===== src/rtl/turn_pkg.sv =====
// Shared types and constants for the turn arbiter.
package turn_pkg;

  localparam int MARK_EMPTY = 0;

  typedef enum logic {
    ST_RUN  = 1'b0,
    ST_HOLD = 1'b1
  } state_t;

  typedef logic [3:0] bcd_t;

  // Constant-only helper: converts an elaboration-time integer (0..99) to
  // two packed BCD digits {tens, ones}. Never used on runtime data.
  function automatic logic [7:0] to_bcd2(input int v);
    logic [3:0] t;
    logic [3:0] o;
    t = 4'(v / 10);
    o = 4'(v % 10);
    return {t, o};
  endfunction

endpackage


===== src/rtl/bcd_down_counter.sv =====
// Two-digit BCD down counter with reload and "last second" detect.
module bcd_down_counter
  import turn_pkg::*;
#(
  parameter int INIT = 8
) (
  input  logic clk,
  input  logic rst,
  input  logic i_load,
  input  logic i_dec,
  output bcd_t o_tens,
  output bcd_t o_ones,
  output logic o_last
);

  localparam logic [7:0] INIT_BCD = to_bcd2(INIT);

  bcd_t r_tens;
  bcd_t r_ones;

  // Reload wins over decrement; ones digit borrows 0->9 from tens.
  always_ff @(posedge clk) begin
    if (rst || i_load) begin
      {r_tens, r_ones} <= INIT_BCD;
    end else if (i_dec) begin
      if (r_ones == 4'd0) begin
        r_ones <= 4'd9;
        r_tens <= r_tens - 4'd1;
      end else begin
        r_ones <= r_ones - 4'd1;
      end
    end
  end

  assign o_tens = r_tens;
  assign o_ones = r_ones;
  // Value 01: the next decrement would reach zero, so the owner reloads instead.
  assign o_last = (r_tens == 4'd0) && (r_ones == 4'd1);

endmodule


===== src/rtl/turn_arbiter.sv =====
// Turn arbiter: validates cell requests, rotates players, per-turn timer.
module turn_arbiter
  import turn_pkg::*;
#(
  parameter int BOARD_CELLS   = 9,
  parameter int LOC_W         = 4,
  parameter int MARK_W        = 2,
  parameter int NUM_PLAYERS   = 2,
  parameter int TICKS_PER_SEC = 100,
  parameter int TURN_SECONDS  = 8
) (
  input  logic                          clk,
  input  logic                          rst,
  input  logic                          key_valid,
  input  logic [LOC_W-1:0]              key_code,
  input  logic [BOARD_CELLS*MARK_W-1:0] board,
  input  logic                          pause,
  output logic                          move_valid,
  output logic [LOC_W-1:0]              move_loc,
  output logic [MARK_W-1:0]             move_mark,
  output logic [$clog2(NUM_PLAYERS)-1:0] whos_turn,
  output logic                          illegal,
  output logic                          timeout,
  output logic [3:0]                    time_tens,
  output logic [3:0]                    time_ones
);

  localparam int TW   = $clog2(NUM_PLAYERS);
  localparam int PS_W = (TICKS_PER_SEC > 1) ? $clog2(TICKS_PER_SEC) : 1;
  localparam logic [PS_W-1:0] PS_LAST   = PS_W'(TICKS_PER_SEC - 1);
  localparam logic [TW-1:0]   TURN_LAST = TW'(NUM_PLAYERS - 1);

  if (TURN_SECONDS > 99 || TURN_SECONDS < 1) begin : g_bad_turn
    $error("turn_arbiter: TURN_SECONDS must be 1..99");
  end
  if (NUM_PLAYERS > (2 ** MARK_W) - 1 || NUM_PLAYERS < 2) begin : g_bad_players
    $error("turn_arbiter: NUM_PLAYERS must be 2..2^MARK_W-1");
  end
  if (BOARD_CELLS > (2 ** LOC_W) || BOARD_CELLS < 1) begin : g_bad_cells
    $error("turn_arbiter: BOARD_CELLS must be 1..2^LOC_W");
  end

  state_t            r_state, w_state_nxt;
  logic [PS_W-1:0]   r_presc;
  logic [TW-1:0]     r_turn;
  logic [LOC_W-1:0]  r_loc;
  logic [MARK_W-1:0] r_mark;
  logic              r_move_valid, r_illegal, r_timeout;

  logic w_run, w_tick, w_last, w_in_range, w_cell_empty;
  logic w_accept, w_reject, w_timeout, w_illegal, w_advance;
  bcd_t w_tens, w_ones;

  // Pause handling: state flips one cycle after pause changes.
  always_ff @(posedge clk) begin
    if (rst) r_state <= ST_RUN;
    else     r_state <= w_state_nxt;
  end

  // Next-state logic for RUN/HOLD.
  always_comb begin
    w_state_nxt = r_state;
    case (r_state)
      ST_RUN:  if (pause)  w_state_nxt = ST_HOLD;
      ST_HOLD: if (!pause) w_state_nxt = ST_RUN;
      default: w_state_nxt = ST_RUN;
    endcase
  end

  // Decode the requested cell from the live board; out-of-range codes never match.
  always_comb begin
    w_in_range   = 1'b0;
    w_cell_empty = 1'b0;
    for (int i = 0; i < BOARD_CELLS; i++) begin
      if (key_code == LOC_W'(i)) begin
        w_in_range   = 1'b1;
        w_cell_empty = (board[i*MARK_W +: MARK_W] == MARK_W'(MARK_EMPTY));
      end
    end
  end

  assign w_run     = (r_state == ST_RUN);
  assign w_tick    = w_run && (r_presc == PS_LAST);
  assign w_accept  = w_run && key_valid && w_in_range && w_cell_empty;
  assign w_reject  = w_run && key_valid && !(w_in_range && w_cell_empty);
  // A move in the final-second cycle preempts the timeout; a timeout
  // preempts a rejected key so the three pulses never overlap.
  assign w_timeout = w_tick && w_last && !w_accept;
  assign w_illegal = w_reject && !w_timeout;
  assign w_advance = w_accept || w_timeout;

  // Prescaler: counts only in RUN, restarts whenever the turn changes.
  always_ff @(posedge clk) begin
    if (rst || w_advance)  r_presc <= '0;
    else if (w_tick)       r_presc <= '0;
    else if (w_run)        r_presc <= r_presc + PS_W'(1);
  end

  // Turn rotation, last-move registers and registered event pulses.
  always_ff @(posedge clk) begin
    if (rst) begin
      r_turn       <= '0;
      r_loc        <= '0;
      r_mark       <= '0;
      r_move_valid <= 1'b0;
      r_illegal    <= 1'b0;
      r_timeout    <= 1'b0;
    end else begin
      r_move_valid <= w_accept;
      r_illegal    <= w_illegal;
      r_timeout    <= w_timeout;
      if (w_accept) begin
        r_loc  <= key_code;
        r_mark <= MARK_W'(r_turn) + MARK_W'(1);
      end
      if (w_advance) r_turn <= (r_turn == TURN_LAST) ? '0 : r_turn + TW'(1);
    end
  end

  bcd_down_counter #(.INIT(TURN_SECONDS)) u_bcd (
    .clk    (clk),
    .rst    (rst),
    .i_load (w_advance),
    .i_dec  (w_tick && !w_advance),
    .o_tens (w_tens),
    .o_ones (w_ones),
    .o_last (w_last)
  );

  assign move_valid = r_move_valid;
  assign move_loc   = r_loc;
  assign move_mark  = r_mark;
  assign whos_turn  = r_turn;
  assign illegal    = r_illegal;
  assign timeout    = r_timeout;
  assign time_tens  = w_tens;
  assign time_ones  = w_ones;

endmodule


===== config.mk =====
export PLATFORM = sky130hd
export DESIGN_NAME = turn_arbiter
export DESIGN_NICKNAME = d
export VERILOG_FILES = /design/src/rtl/turn_pkg.sv /design/src/rtl/bcd_down_counter.sv /design/src/rtl/turn_arbiter.sv
export SDC_FILE = /design/constraint.sdc
export NUM_CORES = 1
export LEC_CHECK = 0
export CAP_MARGIN = 15
export CORE_MARGIN = 2
export CORE_UTILIZATION = 25
export CTS_CLUSTER_SIZE = 20
export DETAILED_ROUTE_END_ITERATION = 12
export PLACE_DENSITY = 0.53
export SLEW_MARGIN = 10
export SYNTH_ARGS = -nofsm -noshare
export SYNTH_HDL_FRONTEND = slang
export SYNTH_SLANG_ARGS = --single-unit

===== constraint.sdc =====
create_clock -name clk -period 5.9 [get_ports clk]
set_input_delay 1.475 -clock clk [delete_from_list [all_inputs] [get_ports clk]]
set_output_delay 1.475 -clock clk [all_outputs]
set_load 0.01 [all_outputs]

* After elaboration in Yosys (flattened, before gate mapping) *
Index checks and enable logic that the tools add are counted.

word-level totals
  register bits = 26
  input port bits = 26
  logic and storage cells = 78

cells by class
  $add $sub $neg = 5
  eq/ne operators = 10
  multiplexer cells = 21
  bitwise gates (word level) = 1
  reduce and logical (&&, ||, !) cells = 31

operator list
  operator                                                            number
  1-bit 2-to-1 mux                                                    20
  2-bit logical NOT                                                   9
  4-bit by 3-bit == test with 1-bit output, second input constant     4
  4-bit logical NOT                                                   3
  1-bit logical AND                                                   11
  4-bit by 1-bit == test with 1-bit output, second input constant     2
  4-bit by 2-bit == test with 1-bit output, second input constant     2
  4-bit by 1-bit subtractor with 4-bit output, second input constant  2
  7-bit by 1-bit adder with 7-bit output, second input constant       1
  7-bit == test, second input constant                                1
  4-bit == test, second input constant                                1
  1-bit logical NOT                                                   4
  4-bit 2-to-1 mux                                                    1
  1-bit by 1-bit adder with 2-bit output, second input constant       1
  1-bit logical OR                                                    2
  2-bit AND reduction                                                 1
  2-bit OR reduction                                                  1
  1-bit adder, second input constant                                  1
  1-bit inverter                                                      1

* Longest topological paths before layout *
  word-level depth = 18
  mapped depth = 7

* Hierarchy *
A second synthesis with hierarchy kept.

unflattened totals
  cells, all modules = 136
  area total of the unflattened synthesis = 1275.0 um2

by module, submodules not included
  module            times used  cells an instance  area an instance (um2)
  turn_arbiter      1           90                 895.9
  bcd_down_counter  1           46                 379.1

* Worst setup path after synthesis *
No wires, ideal clock.

  path type = input port to flip-flop
  start = input port key_code[0]
  end = register r_presc[0]
  library setup time = 132 ps
  arrival = 2825 ps
  slack = 2943 ps
  stages on the path = 7
  cell sequence = buf_4 > or3b_1 > o311a_1 > o32a_1 > a21boi_2 > buf_2 > nor3_1

on the way
  word-level cells in the longest chain between the ends = 17
  elaborated cells between the ends (all ways) = 34

ends and longest elaborated chain
  element                         RTL line            source
  start, declared                 turn_arbiter.sv:15  input logic [LOC_W-1:0] key_code,
  4-bit logical NOT               turn_arbiter.sv:75  if (key_code == LOC_W'(i)) begin
  1-bit 2-to-1 mux (9 in series)  turn_arbiter.sv:75
  1-bit logical AND               turn_arbiter.sv:84  assign w_accept = w_run && key_valid && w_in_range && w_cell_empty;
  1-bit logical AND *             turn_arbiter.sv:84
  1-bit logical NOT               turn_arbiter.sv:88  assign w_timeout = w_tick && w_last && !w_accept;
  1-bit logical AND               turn_arbiter.sv:88
  1-bit logical OR *              turn_arbiter.sv:90  assign w_advance = w_accept || w_timeout;
  1-bit logical OR *              turn_arbiter.sv:94  if (rst || w_advance) r_presc <= '0;
  2-bit OR reduction (no line) *  n/a
  end signal, assigned            turn_arbiter.sv:96  else if (w_run) r_presc <= r_presc + PS_W'(1);
  end, declared                   turn_arbiter.sv:44  logic [PS_W-1:0] r_presc;

Mark *: on every way between the ends. The rest lies on a longest branch, timed or not.
A chain may end at the register's enable or synchronous reset.

* Worst setup path after layout *
  start = input port key_code[0]
  end = register r_loc[2], in the netlist move_loc[2]

on the way
  word-level cells in the longest chain between the ends = 12
  elaborated cells between the ends (all ways) = 29

ends and longest elaborated chain
  element                         RTL line             source
  4-bit logical NOT               turn_arbiter.sv:75
  1-bit 2-to-1 mux (9 in series)  turn_arbiter.sv:75
  1-bit logical AND               turn_arbiter.sv:84
  1-bit logical AND *             turn_arbiter.sv:84
  end signal, assigned            turn_arbiter.sv:113  r_loc <= key_code;
  end, declared                   turn_arbiter.sv:46   logic [LOC_W-1:0] r_loc;

Marks and branches as above.

==> reports/metrics.yaml <==
placed_design:
  gp_congestion: 0.7014
  hpwl_mm: 2.299
  dpl_worst_slack_ns: 1.723
  io_buffers: 43
  placedCellCount: 254
power:
  p_seq_share_pct: 48.1
  p_leak_uw: 0.0006563
  power_frac_clock_pct: 38.3
  p_sw_share_pct: 21.09
  power_density_mw_per_mm2: 205.7
  p_int_uw: 303.2
  p_sw_uw: 81.02
  pwr-share-comb_pct: 13.6
  peakVddDrop_mv: 0.2080
clocking:
  postCtsSetupBuffers: 0
  cts_made_buffers: 3
  ctsResizeCount: 0
  cts_root_buf: "clkbuf_8"
  cts.clk_slew.worst_paths_ns: 0.09
  clk_latency_ns: 0.27
  cts_tree: "yes"
  holdBufCountCts: 0
  htreeDepth: 1
  clockBufferDepth: 2
  clock_sinks: 26
die:
  die_width_um: 76.60
  coreArea_mm2: 0.005107
  die_area_mm2: 0.005867
  io_pins: 44
  die-height_um: 76.60
  rows: 26
  initial_core_util_pct: 25.80
timing:
  tightest_slew_ns: 1.063
  min_period_ns: 3.864
  final-max-slew-violation-count: 0
  setup_violations: 0
  final.period_utilization_pct: 65.49
  rsz0062_at_grt: "false"
  finalSetupTns_ns: 0
  fin_ws_ns: 2.036
  clock.fmax_mhz: 258.8
  finalHoldViolCount: 0
  skew_ns: 0.008332
  slew_headroom_pct: 28.72
synth:
  ys_warn_count: 0
  syn_nets: 177
  syn_area_mm2: 0.001318
  seq_area_frac_synth_pct: 39.51
  synth.avg_cell_area_um2: 8.902
  synth_seq_cells: 26
  syn_inst: 148
  synthDistinctLibCells: 38
global_route:
  use_met3_pct: 2.607
  use_met2_pct: 16.90
  grt_pass1_vias: 1134
  antenna_found_initial: 0
  track_usage_pct: 11.30
  grt_pass1_wl_mm: 5.402
  grt_max_degree: 30
  use_met1_pct: 16.14
  grt.busiest_layer: "met2"
  gr-total-overflow: 0
worst_setup_path:
  critPathRequiredTime_ns: 6.11
  rr_worst_depth: 6
  worst-path-max-fanout: 21
  cp.arrival_ns: 4.07
  cp-end-kind: "register"
  crit_path_start_kind: "input pin"
  crit_type: "in2reg"
finish:
  n_antenna_cell: 0
  most-common-layout-cells: "43 x clkdlybuf4s50_1, 26 x dfxtp_1, 19 x nor3_1, 16 x nand2b_1, 8 x nor2_1"
  nFillCells: 532
  final_nets: 218
  multi_input_area_um2: 747.0
  drive_above_1_share_pct: 5.851
  final_common_cell: "clkdlybuf4s50_1"
  regArea_um2: 520.5
  area_growth_pct: 41.79
  fin_cells: 258
detailed_routing:
  firstDrtPassIters: 4
  wl_per_cell_um: 12.03
  drtIter0Drc: 66
  via_per_inst: 4.461
  route.detailed.drc: 0
  vias: 1151
  detail-route-antenna-nets: 0
  wirelength_mm: 3.104
outcome:
  status: "finished, final reports clean"
min_path:
  holdPathStages: 2
  hold_path.class: "reg2reg"
job:
  cap_violations: 0
logic make-up after synthesis:
group,Yosys count,synth area share (%)
adders and majority gates,3,2.849
xor gates and xnor gates,10,6.647
DFF,26,39.51
and+or+nand+nor,75,31.53
AOI/OAI and AO/OA,15,8.642
muxes,9,7.028
buffers and inverters,10,3.798
Yosys cell counts:
cell	n	share of area (%)
xor2_1	5	3.3
nand2b_1	16	7.6
a21boi_2	1	0.85
nor2_1	8	2.3
xnor2_1	5	3.3
or3_1	1	0.48
nor2b_1	3	1.4
clkbuf_1	4	1.1
buf_6	1	0.85
o21ai_0	2	0.76
buf_4	1	0.57
nand4b_1	1	0.66
o211ai_1	1	0.57
and3_1	1	0.48
nand3b_1	1	0.57
nor4_1	4	1.9
and2_1	1	0.48
o2111ai_1	2	1.3
ha_1	3	2.8
nand3_1	4	1.5
a211oi_1	3	1.7
or3b_1	1	0.66
mux2i_1	7	5.3
dfxtp_1	26	40
or4_1	2	1.1
inv_1	3	0.85
a21bo_2	1	0.76
and2b_1	1	0.57
a21oi_1	3	1.1
nor3_1	19	7.2
buf_2	1	0.38
nand2_1	7	2.0
o311a_1	1	0.76
or2_2	3	1.4
o32a_1	1	0.76
mux2_2	2	1.7
nand4_1	1	0.48
nor4b_1	1	0.66
routing by layer:
metal,wire length [µm],vias up
met3,95,2
met1,1568,524
met4,35,0
met5,0,-
li1,-,604
met2,1405,21
metrics by stage:
stage                     utilization [%]  power (µW)  hold slack (ns)  instance area, µm²
after floorplan                         -       214.4           0.4927                1318
after global placement              35.18       240.8           0.4617                1797
after detailed placement            35.18       241.7           0.4693                1797
after CTS                           36.58       390.3           0.4853                1868
after global routing                36.58       403.3           0.5050                1868
final                               36.58       384.2           0.4791                1868
power by group through the flow:
| stage | clock (µW) | sequential, µW | combinational (µW) |
|---|---|---|---|
| after floorplan | 0 | 189 | 25.2 |
| after global placement | 0 | 189 | 52.1 |
| after detailed placement | 0 | 189 | 52.8 |
| after CTS | 152 | 185 | 53.0 |
| after global routing | 159 | 186 | 58.3 |
| final | 147 | 185 | 52.4 |
registers in the layout, summed over array words and instances (netlist names):
name and cells:
illegal 1, move_loc 4, move_mark 2, move_valid 1, r_presc 7, r_state 1, timeout 1, u_bcd.o_ones 4
u_bcd.o_tens 4, whos_turn 1
critical path, cell delays in order:
cell	delay, ns
clkdlybuf4s50_1	0.65
or3b_1	0.38
o311a_1	0.13
o32a_1	0.34
a21boi_2	0.81
mux2i_1	0.27
path summary, 6_finish.rpt:
check | start | end | slack (ns)
hold / removal | move_mark[1]$_SDFFE_PP0P_ | move_mark[1]$_SDFFE_PP0P_ | 0.48
setup reg to reg | r_presc[0]$_SDFFE_PP0N_ | whos_turn$_SDFFE_PP0P_ | 3.66
hold reg to reg | move_mark[1]$_SDFFE_PP0P_ | move_mark[1]$_SDFFE_PP0P_ | 0.48
setup / recovery | key_code[0] | move_loc[2]$_SDFFE_PP0P_ | 2.04
final cells by class:
class,count,area share (%)
multi-input combinational,112,39.99
sequential,26,27.86
timing repair buffer,43,23.04
tap,70,4.689
clock buffer,3,2.210
clock inverter,1,1.608
inverter,3,0.6028
Power figures use the tool's default switching activity.
